--- config.mk ---
export PLATFORM = sky130hd
export DESIGN_NAME = window_scan_ctrl
export DESIGN_NICKNAME = d
export VERILOG_FILES = /design/src/rtl/window_scan_ctrl.sv
export SDC_FILE = /design/constraint.sdc
export NUM_CORES = 1
export LEC_CHECK = 0
export CAP_MARGIN = 0
export CORE_ASPECT_RATIO = 1.75
export CORE_UTILIZATION = 45
export CTS_BUF_LIST = sky130_fd_sc_hd__clkbuf_4 sky130_fd_sc_hd__clkbuf_8 sky130_fd_sc_hd__clkbuf_16
export CTS_CLUSTER_DIAMETER = 30
export DETAILED_ROUTE_END_ITERATION = 8
export PLACE_DENSITY = 0.77
export SLEW_MARGIN = 20
export SYNTH_ARGS = -nofsm -noshare
export SYNTH_HDL_FRONTEND = slang
export SYNTH_SLANG_ARGS = --single-unit
--- constraint.sdc ---
create_clock -name clk -period 5.35 [get_ports clk]
set_clock_uncertainty 0.1 [all_clocks]
set_input_delay 0.8025 -clock clk [delete_from_list [all_inputs] [get_ports clk]]
set_output_delay 0.8025 -clock clk [all_outputs]
set_load 0.005 [all_outputs]
--- src/rtl/window_scan_ctrl.sv ---
// Frame sequencer for the fifo_segment 3x3 line buffer: forwards raster pixels to the segment,
// tags pixels that complete a legal 3x3 window (stride 1/2) and reports window coordinates.
module window_scan_ctrl #(
  parameter int DATA_W  = 14,
  parameter int DIM_W   = 8,
  parameter int SEG_LAT = 1
) (
  input  logic                     clk,
  input  logic                     rst,
  input  logic                     start,
  input  logic [DIM_W-1:0]         cfg_width,
  input  logic [DIM_W-1:0]         cfg_height,
  input  logic [1:0]               cfg_stride,
  input  logic signed [DATA_W-1:0] pix_in,
  input  logic                     pix_valid,
  output logic                     pix_ready,
  input  logic                     win_ready,
  output logic                     seg_rst,
  output logic                     seg_wr_en,
  output logic signed [DATA_W-1:0] seg_pixel,
  input  logic                     seg_data_valid,
  output logic                     win_valid,
  output logic [DIM_W-1:0]         win_row,
  output logic [DIM_W-1:0]         win_col,
  output logic                     busy,
  output logic                     frame_done,
  output logic                     cfg_err
);

  localparam int CNT_W = (SEG_LAT > 1) ? $clog2(SEG_LAT) : 1;

  typedef enum logic [1:0] {S_IDLE, S_CLR, S_RUN, S_DRAIN} state_e;

  state_e             state_q, state_d;
  logic [DIM_W-1:0]   w_q, w_d, h_q, h_d, ow_q, ow_d;
  logic [DIM_W-1:0]   r_q, r_d, c_q, c_d;
  logic [DIM_W-1:0]   orow_q, orow_d, ocol_q, ocol_d;
  logic               s2_q, s2_d;
  logic [SEG_LAT-1:0] tag_q, tag_d;
  logic [CNT_W-1:0]   drain_q, drain_d;
  logic               frame_done_q, frame_done_d;
  logic               cfg_err_q, cfg_err_d;
  logic               cfg_ok, accept, legal, last_pix;

  assign cfg_ok = (cfg_width >= DIM_W'(3)) && (cfg_height >= DIM_W'(3)) &&
                  ((cfg_stride == 2'd1) || (cfg_stride == 2'd2));

  assign pix_ready = ~rst & (state_q == S_RUN) & win_ready;
  assign accept    = pix_ready & pix_valid;
  assign seg_wr_en = accept;
  assign seg_pixel = accept ? pix_in : '0;
  assign seg_rst   = rst | (state_q == S_CLR);
  assign win_valid = ~rst & tag_q[SEG_LAT-1] & seg_data_valid;
  assign win_row   = orow_q;
  assign win_col   = ocol_q;
  assign busy      = (state_q != S_IDLE);
  assign frame_done = frame_done_q;
  assign cfg_err    = cfg_err_q;

  // Stride 2 only needs even (r-2),(c-2), i.e. even r and c.
  assign legal    = (r_q >= DIM_W'(2)) && (c_q >= DIM_W'(2)) &&
                    (~s2_q || (~r_q[0] && ~c_q[0]));
  assign last_pix = (r_q == h_q - DIM_W'(1)) && (c_q == w_q - DIM_W'(1));

  always_comb begin
    // NOTE: every signal gets its hold value first so no path through the case infers a latch.
    state_d      = state_q;
    w_d          = w_q;
    h_d          = h_q;
    ow_d         = ow_q;
    s2_d         = s2_q;
    r_d          = r_q;
    c_d          = c_q;
    orow_d       = orow_q;
    ocol_d       = ocol_q;
    drain_d      = drain_q;
    frame_done_d = 1'b0;
    cfg_err_d    = 1'b0;

    tag_d[0] = accept & legal;
    for (int i = 1; i < SEG_LAT; i++) tag_d[i] = tag_q[i-1];

    if (win_valid) begin
      if (ocol_q == ow_q - DIM_W'(1)) begin
        ocol_d = '0;
        orow_d = orow_q + DIM_W'(1);
      end else begin
        ocol_d = ocol_q + DIM_W'(1);
      end
    end

    case (state_q)
      S_IDLE: begin
        if (start) begin
          if (cfg_ok) begin
            w_d     = cfg_width;
            h_d     = cfg_height;
            s2_d    = (cfg_stride == 2'd2);
            ow_d    = (cfg_stride == 2'd2) ? ((cfg_width - DIM_W'(3)) >> 1) + DIM_W'(1)
                                           : cfg_width - DIM_W'(2);
            state_d = S_CLR;
          end else begin
            cfg_err_d = 1'b1;
          end
        end
      end
      S_CLR: begin
        r_d     = '0;
        c_d     = '0;
        orow_d  = '0;
        ocol_d  = '0;
        tag_d   = '0;
        drain_d = '0;
        state_d = S_RUN;
      end
      S_RUN: begin
        if (accept) begin
          if (c_q == w_q - DIM_W'(1)) begin
            c_d = '0;
            r_d = r_q + DIM_W'(1);
          end else begin
            c_d = c_q + DIM_W'(1);
          end
          if (last_pix) begin
            drain_d = '0;
            state_d = S_DRAIN;
          end
        end
      end
      S_DRAIN: begin
        // The last tagged window leaves the delay line during the final drain cycle.
        if (drain_q == CNT_W'(SEG_LAT - 1)) begin
          frame_done_d = 1'b1;
          state_d      = S_IDLE;
        end else begin
          drain_d = drain_q + CNT_W'(1);
        end
      end
      default: state_d = S_IDLE;
    endcase
  end

  // NOTE: state flops use non-blocking assignments so every flop samples pre-edge values.
  always_ff @(posedge clk) begin
    if (rst) begin
      state_q      <= S_IDLE;
      w_q          <= '0;
      h_q          <= '0;
      ow_q         <= '0;
      s2_q         <= 1'b0;
      r_q          <= '0;
      c_q          <= '0;
      orow_q       <= '0;
      ocol_q       <= '0;
      tag_q        <= '0;
      drain_q      <= '0;
      frame_done_q <= 1'b0;
      cfg_err_q    <= 1'b0;
    end else begin
      state_q      <= state_d;
      w_q          <= w_d;
      h_q          <= h_d;
      ow_q         <= ow_d;
      s2_q         <= s2_d;
      r_q          <= r_d;
      c_q          <= c_d;
      orow_q       <= orow_d;
      ocol_q       <= ocol_d;
      tag_q        <= tag_d;
      drain_q      <= drain_d;
      frame_done_q <= frame_done_d;
      cfg_err_q    <= cfg_err_d;
    end
  end

endmodule

After elaboration in Yosys (flattened, before gate mapping)
Index checks and enable logic that the tools add are counted.
{ "word_totals": {"inputBits": 38, "reg_bits": 63, "elab_cells": 98, "out_inout_bits": 37} }
{ "classes": {"n_reduce_logical": 21, "muxes": 21, "eq_ne": 14, "add_sub_neg": 11, "bitwise_logic": 14, "magnitude_cmp": 4} }
{ "op_table": {"columns": ["cell", "n"], "rows": [
  ["$mux 8", 6],
  ["$add 8x1->8 const B", 4],
  ["$ge 8x2->1 const B", 4],
  ["$pmux 8 s2", 2],
  ["$eq 8x8->1", 3],
  ["$sub 8x1->8 const B", 3],
  ["$sub 8x2->8 const B", 2],
  ["$mux 14", 1],
  ["$mux 2", 5],
  ["$ne 2x2->1 const B", 5],
  ["$reduce_and 3->1", 3],
  ["$add 7x1->8 const B", 1],
  ["$pmux 2 s4", 1],
  ["$not 1->1", 7],
  ["$and 1x1->1", 6],
  ["$eq 2x2->1 const B", 3],
  ["$logic_and 1x1->1", 6],
  ["$mux 1", 5],
  ["$reduce_and 5->1", 1],
  ["$eq 2x1->1 const B", 2],
  ["$reduce_and 2->1", 2],
  ["$reduce_bool 2->1", 2],
  ["$reduce_or 2->1", 2],
  ["$pmux 1 s3", 1],
  ["7 further kinds", 8]
]} }

Logic depth before layout (Yosys ltp)
Gate-level depths: netlist of the first run.
{ "depth": {"ltp_word": 6, "depth_mapped": 10, "depth_no_buf": 10} }

Least setup slack after synthesis of the first run
Ideal clock, no wire load.
{ "synth_path": {"kind": "in2reg", "from": "input port cfg_width[2]", "to": "register ow_q[5]", "setup_time_ns": 0.065, "slack_ns": 2.444, "required_time_ns": 5.185, "t_arrival_ns": 2.741, "path_stages": 10, "n_path_buf": 1, "cell_sequence": "clkbuf_1 -> inv_1 -> ha_1 -> a2111oi_0 -> xnor2_1 -> nand4b_1 -> xnor2_1 -> a211oi_1 -> a21oi_1 -> nor2_1"} }
{ "synth_via": {"elab_chain_cells": 4, "word_cells_on_any_way": 8, "classes_between": "3 x add/sub; 1 x order compare; 1 x mux; 3 x reduce/logical"} }
{ "synth_rtl": {"columns": ["element", "line", "source"], "rows": [
  ["start: declaration", "11", "input logic [DIM_W-1:0] cfg_width,"],
  ["parallel branches: the longest is 4 deep, another holds $sub 8x2->8", null, null],
  ["end signal: assignment", "163", "ow_q <= ow_d;"],
  ["end: declaration", "35", "logic [DIM_W-1:0] w_q, w_d, h_q, h_d, ow_q, ow_d;"]
]} }
Parallel ways; which one is timed is not known.
A chain may end at the register's enable or synchronous reset.

Worst setup path after layout of the first run
{ "layout_path": {"from": "input port rst", "to": "output port seg_rst"} }
{ "layout_via": {"elab_chain_cells": 1} }
{ "layout_rtl": {"columns": ["element", "line", "source"], "rows": [
  ["start: declaration", "9", "input logic rst,"],
  ["$or 1x1->1", "52", "assign seg_rst = rst | (state_q == S_CLR);"],
  ["end: declaration", "18", "output logic seg_rst,"]
]} }
Every way passes these cells.

==> impl_metrics.json, run 1 <==
{
  "status": "completed",
  "syn_to_final_growth_pct": 29.5,
  "grtUsageTotal": 0.224,
  "die_x_um": 72.5,
  "yosys_register_bits": 62,
  "clockBufferDepth": 2,
  "grt_pass1_wl_um": 16000,
  "tightest_slew_ns": 1.01,
  "rsz0062_at_grt": "no",
  "core_area_um2": 8370,
  "worstHoldPathCells": 2,
  "path_class": "primary input to output pin",
  "io_pins": 75,
  "wl_um": 9630,
  "leakage_nw": 1.87,
  "postRouteAntennaNets": 0,
  "cts_tree": "built",
  "clk_pin_slew_ns": 0.05,
  "ir_drop_mv": 0.303,
  "drtIter0Drc": 155,
  "die_h_um": 125,
  "synthTopCellsByArea": "dfxtp_1, xnor2_1, nand2_1",
  "synth_area_um2": 3910,
  "clock-sinks": 62,
  "root_buffer": "clkbuf_16",
  "cap_violations": 0,
  "grt_max_degree": 39,
  "finalPower_mw": 1.76,
  "vias": 3812,
  "cp.arrival_ns": 2.73,
  "hold_viol": 0,
  "cts_setup_buffers": 0,
  "synth.avg_cell_area_um2": 7.82,
  "syn_nets": 555,
  "multi_input_area_um2": 2500,
  "hold_class": "flop to flop",
  "netlist_instances": 500,
  "place.gp.congestion": 0.874,
  "htree_levels": 3,
  "synth.most_common_cell": "nand2_1",
  "diodes": 0,
  "initial_core_util": 0.467,
  "drc_errors": 0,
  "synth_edf_count": 0,
  "yosysSeqAreaShare": 0.318,
  "reg2reg_depth": 9,
  "place.port_buffers": 74,
  "post-route-period-util": 0.679,
  "synth.top_cell.area_share": 0.318,
  "grt_overflow": 0,
  "powerDensity_nw_per_um2": 347,
  "finalSetupViolations": 0,
  "antenna_found_initial": 0,
  "ys_warn_count": 0,
  "nets": 620,
  "regArea_um2": 1240,
  "grt_pass1_vias": 3643,
  "drive_gt1_frac": 0.0456,
  "synth_flop_cell": "dfxtp_1",
  "via_per_inst": 5.56,
  "synthDistinctLibCells": 55,
  "async_flop_share": 0,
  "cts_hold_buf": 0,
  "setup_tns_ns": 0,
  "dr.pass1.iters": 4,
  "n_fill_cell": 786,
  "max_freq_mhz": 275,
  "required_ns": 4.45,
  "cp_max_fo": 38,
  "synth_area_leader_cell": "dfxtp_1",
  "hpwlAfterDp_um": 7410,
  "synthTopCellsByCount": "nand2_1, dfxtp_1, nor2_1, a21oi_1, xnor2_1",
  "relSlewSlack": 0.327,
  "row_count": 44,
  "start_kind": "primary input",
  "cts_buffers": 9,
  "crit_path_end_kind": "output pin",
  "fin_crit_ns": 3.63,
  "routedWlPerCell_um": 14.1,
  "maxSlewViolCount": 0,
  "cts_resized": 0,
  "clk_latency_ns": 0.33,
  "die_area_um2": 9080
}
==> power breakdown <==
group	internal (mW)	switching, mW	total [mW]	leakage (nW)
Combinational	0.223	0.291	0.514	1.20
Clock	0.480	0.207	0.687	0.168
Sequential	0.503	0.0539	0.557	0.503
Total	1.21	0.551	1.76	1.87
==> flip-flops by register name, indices dropped and copies added (netlist names) <==
register    flops
c_q             8
cfg_err         1
frame_done      1
h_q             8
ow_q            8
r_q             8
s2_q            1
state_q         2
tag_q           1
w_q             8
win_col         8
win_row         8
==> kinds of logic after synthesis <==
kind of cell	count (synthesis)	synth area share
AO/OA/AOI/OAI	100	0.165
buffers and inverters	41	0.0435
AND/OR/NAND/NOR	221	0.287
flip-flops	62	0.318
XOR/XNOR	58	0.130
adder cells (fa/ha/maj)	17	0.0544
multiplexers	1	0.00256
==> layer usage <==
layer  GRT usage  routed length, µm
met1       0.219               3630
met4      0.0957                247
met3      0.0516                401
met2       0.428               5340
met5           0                  0
==> final cells by class <==
class / count / area share
clock buffer: 11 / 0.0499
multi-input combinational: 397 / 0.493
tap: 115 / 0.0284
inverter: 20 / 0.0148
timing repair buffer: 75 / 0.148
sequential: 62 / 0.245
clock inverter: 5 / 0.0208
==> cells in the final DEF, fill, tap and decap left out, types with 10 or more instances in the layout <==
master           count
clkdlybuf4s50_1     74
nand2_1             66
dfxtp_1             62
nor2_1              44
a21oi_1             38
xnor2_1             30
xor2_1              28
and3_1              21
inv_1               20
ha_1                17
o21ai_0             15
nor3_1              14
or3_1               13
nor4_1              10
nand4_1             10
==> path summary, 6_finish.rpt <==
check,from,endpoint,slack [ns]
max reg2reg,ow_q[0],win_row[7],2.46
min reg2reg,ow_q[7],ow_q[7],0.37
max,rst,seg_rst,1.72
min,ow_q[7],ow_q[7],0.37
==> stage by stage <==
step | hold slack, ns | cell area (µm²) | setup slack, ns | util | instances
final | 0.372 | 5060 | 1.72 | 0.605 | 685
after global routing | 0.402 | 5060 | 1.58 | 0.605 | 685
after CTS | 0.376 | 5060 | 1.72 | 0.605 | 685
after detailed placement | 0.367 | 4710 | 1.68 | 0.562 | 669
after global placement | 0.356 | 4710 | 1.70 | 0.562 | 669
after floorplan | 0.333 | 3910 | 2.44 | - | 500
==> critical path, cell delays in order <==
cell,delay (ns)
clkdlybuf4s50_1,0.42
buf_4,0.26
nor2_1,0.50
inv_1,0.25
clkdlybuf4s50_1,0.50
Power figures use the tool's default switching activity.
==> run 2: changes to the inputs <==
clock period = 3.43 ns   (was 5.35 ns; I/O delays follow)
==> run 2 against run 1 <==
  * Critical path depth is 4 higher
  * Sequential power is 56% higher
  * Total power is 41% higher
  * Routed wire length is 0.58% lower
  * First-iteration DRC count is 0.65% higher
  * Setup slack worse by 1.2 ns
  * Core utilization is 0.66 points lower
  * Largest cell class unchanged
==> impl_metrics.json, run 2 (synthesized netlist as in run 1, its figures left out) <==
{
  "reg2reg_depth": 9,
  "layout_common_cells": "clkdlybuf4s50_1, nand2_1, dfxtp_1",
  "row_count": 44,
  "nets": 625,
  "clockBufferDepth": 2,
  "cts_hold_buf": 0,
  "cpLargestDelayFamily": "compound AO/OA/AOI/OAI gates",
  "grt_max_degree": 35,
  "leakage_nw": 1.87,
  "rsz0062_at_grt": "no",
  "hold_class": "flop to flop",
  "n_fill_cell": 777,
  "cpMaxStageDelayCell": "a2111oi_2",
  "diodes": 0,
  "crit_path_end_kind": "flop",
  "post-route-period-util": 0.847,
  "routedWlPerCell_um": 13.9,
  "drive_gt1_frac": 0.0523,
  "antenna_found_initial": 0,
  "cp.arrival_ns": 3.01,
  "clock-sinks": 62,
  "crit_chain": "inv_1, ha_1, nor3b_2, and3_1, o21ai_0, a2111oi_2, nand3_2, o311ai_0, o41ai_1",
  "via_per_inst": 5.48,
  "drc_errors": 0,
  "wl_um": 9570,
  "r2r-end": "win_row[7]",
  "place.gp.congestion": 0.858,
  "core_area_um2": 8370,
  "hold_viol": 0,
  "worstHoldPathCells": 2,
  "startpoint": "ow_q[0]",
  "crit_path_max_incr_delay_ns": 0.46,
  "clk_pin_slew_ns": 0.05,
  "path_class": "flop to flop",
  "dr.pass1.iters": 4,
  "grt_overflow": 0,
  "r2r_slack_ns": 0.53,
  "setup_tns_ns": 0,
  "hpwlAfterDp_um": 7220,
  "powerDensity_nw_per_um2": 495,
  "drtIter0Drc": 156,
  "layout_commonest_cell": "clkdlybuf4s50_1",
  "die_x_um": 72.5,
  "fin_crit_ns": 2.90,
  "maxSlewViolCount": 0,
  "instances_no_fill": 689,
  "cts_buffers": 9,
  "postRouteAntennaNets": 0,
  "cts_setup_buffers": 0,
  "root_buffer": "clkbuf_16",
  "status": "completed",
  "finalSetupViolations": 0,
  "endpoint": "win_row[7]",
  "cap_violations": 0,
  "cts_tree": "built",
  "critical_path_cell_count": 9,
  "ir_drop_mv": 0.361,
  "io_pins": 75,
  "start_kind": "flop",
  "tightest_slew_ns": 0.766,
  "die_h_um": 125,
  "htree_levels": 3,
  "worst-path-buf-inv": 1,
  "place.port_buffers": 74,
  "grt_pass1_wl_um": 16100,
  "syn_to_final_growth_pct": 28.1,
  "relSlewSlack": 0.489,
  "die_area_um2": 9080,
  "cp_max_fo": 15,
  "grt_pass1_vias": 3606,
  "cts_resized": 0,
  "dp.cells": 674,
  "initial_core_util": 0.467,
  "required_ns": 3.53,
  "grtUsageTotal": 0.225,
  "r2r-start": "ow_q[0]",
  "vias": 3779,
  "clk_latency_ns": 0.33,
  "max_freq_mhz": 344
}
run 2: metrics by stage:
step | area, µm² | hold slack [ns] | utilization | power, mW | worst slack, ns
floorplan | 3910 | 0.333 | - | 1.44 | 0.812
global placement | 4740 | 0.344 | 0.567 | 1.66 | 0.334
detailed placement | 4740 | 0.350 | 0.567 | 1.69 | 0.300
CTS | 5010 | 0.358 | 0.599 | 2.50 | 0.500
global route | 5010 | 0.389 | 0.599 | 2.64 | 0.191
finish | 5010 | 0.354 | 0.599 | 2.48 | 0.525
run 2: worst min path at each step:
stage | endpoint | slack, ns | startpoint
2_1_floorplan | s2_q | 0.33 | s2_q
3_3_place_gp | s2_q | 0.34 | s2_q
3_5_place_dp | s2_q | 0.35 | s2_q
4_1_cts | s2_q | 0.36 | s2_q
5_1_grt | s2_q | 0.39 | s2_q
6_report | s2_q | 0.35 | s2_q
run 2: report_power, final:
| part | internal [mW] | switching [mW] | total (mW) |
|---|---|---|---|
| registers | 0.786 | 0.0809 | 0.867 |
| logic | 0.356 | 0.452 | 0.808 |
| clock network | 0.513 | 0.292 | 0.804 |
| total | 1.65 | 0.825 | 2.48 |
run 2: cell type report:
type                       instances  area (µm²)  share of cell area
clock buffer                      13         255              0.0510
clock inverter                     2        10.0             0.00200
inverter                          20        75.1              0.0150
multi-input combinational        397        2500               0.499
sequential                        62        1240               0.248
tap                              115         144              0.0287
timing repair buffer              80         786               0.157
run 2: tightest hold or removal path: stages, from the launching register on:
cell and delay [ns]:
dfxtp_1 0.30, nand2_1 0.05, a21oi_1 0.05
run 2: layer usage:
| metal | track usage | vias to the layer above | share of wire |
|---|---|---|---|
| met5 | 0 | - | 0 |
| li1 | - | 1921 | - |
| met2 | 0.412 | 106 | 0.55 |
| met1 | 0.236 | 1736 | 0.39 |
| met3 | 0.0564 | 16 | 0.040 |
| met4 | 0.0911 | 0 | 0.020 |
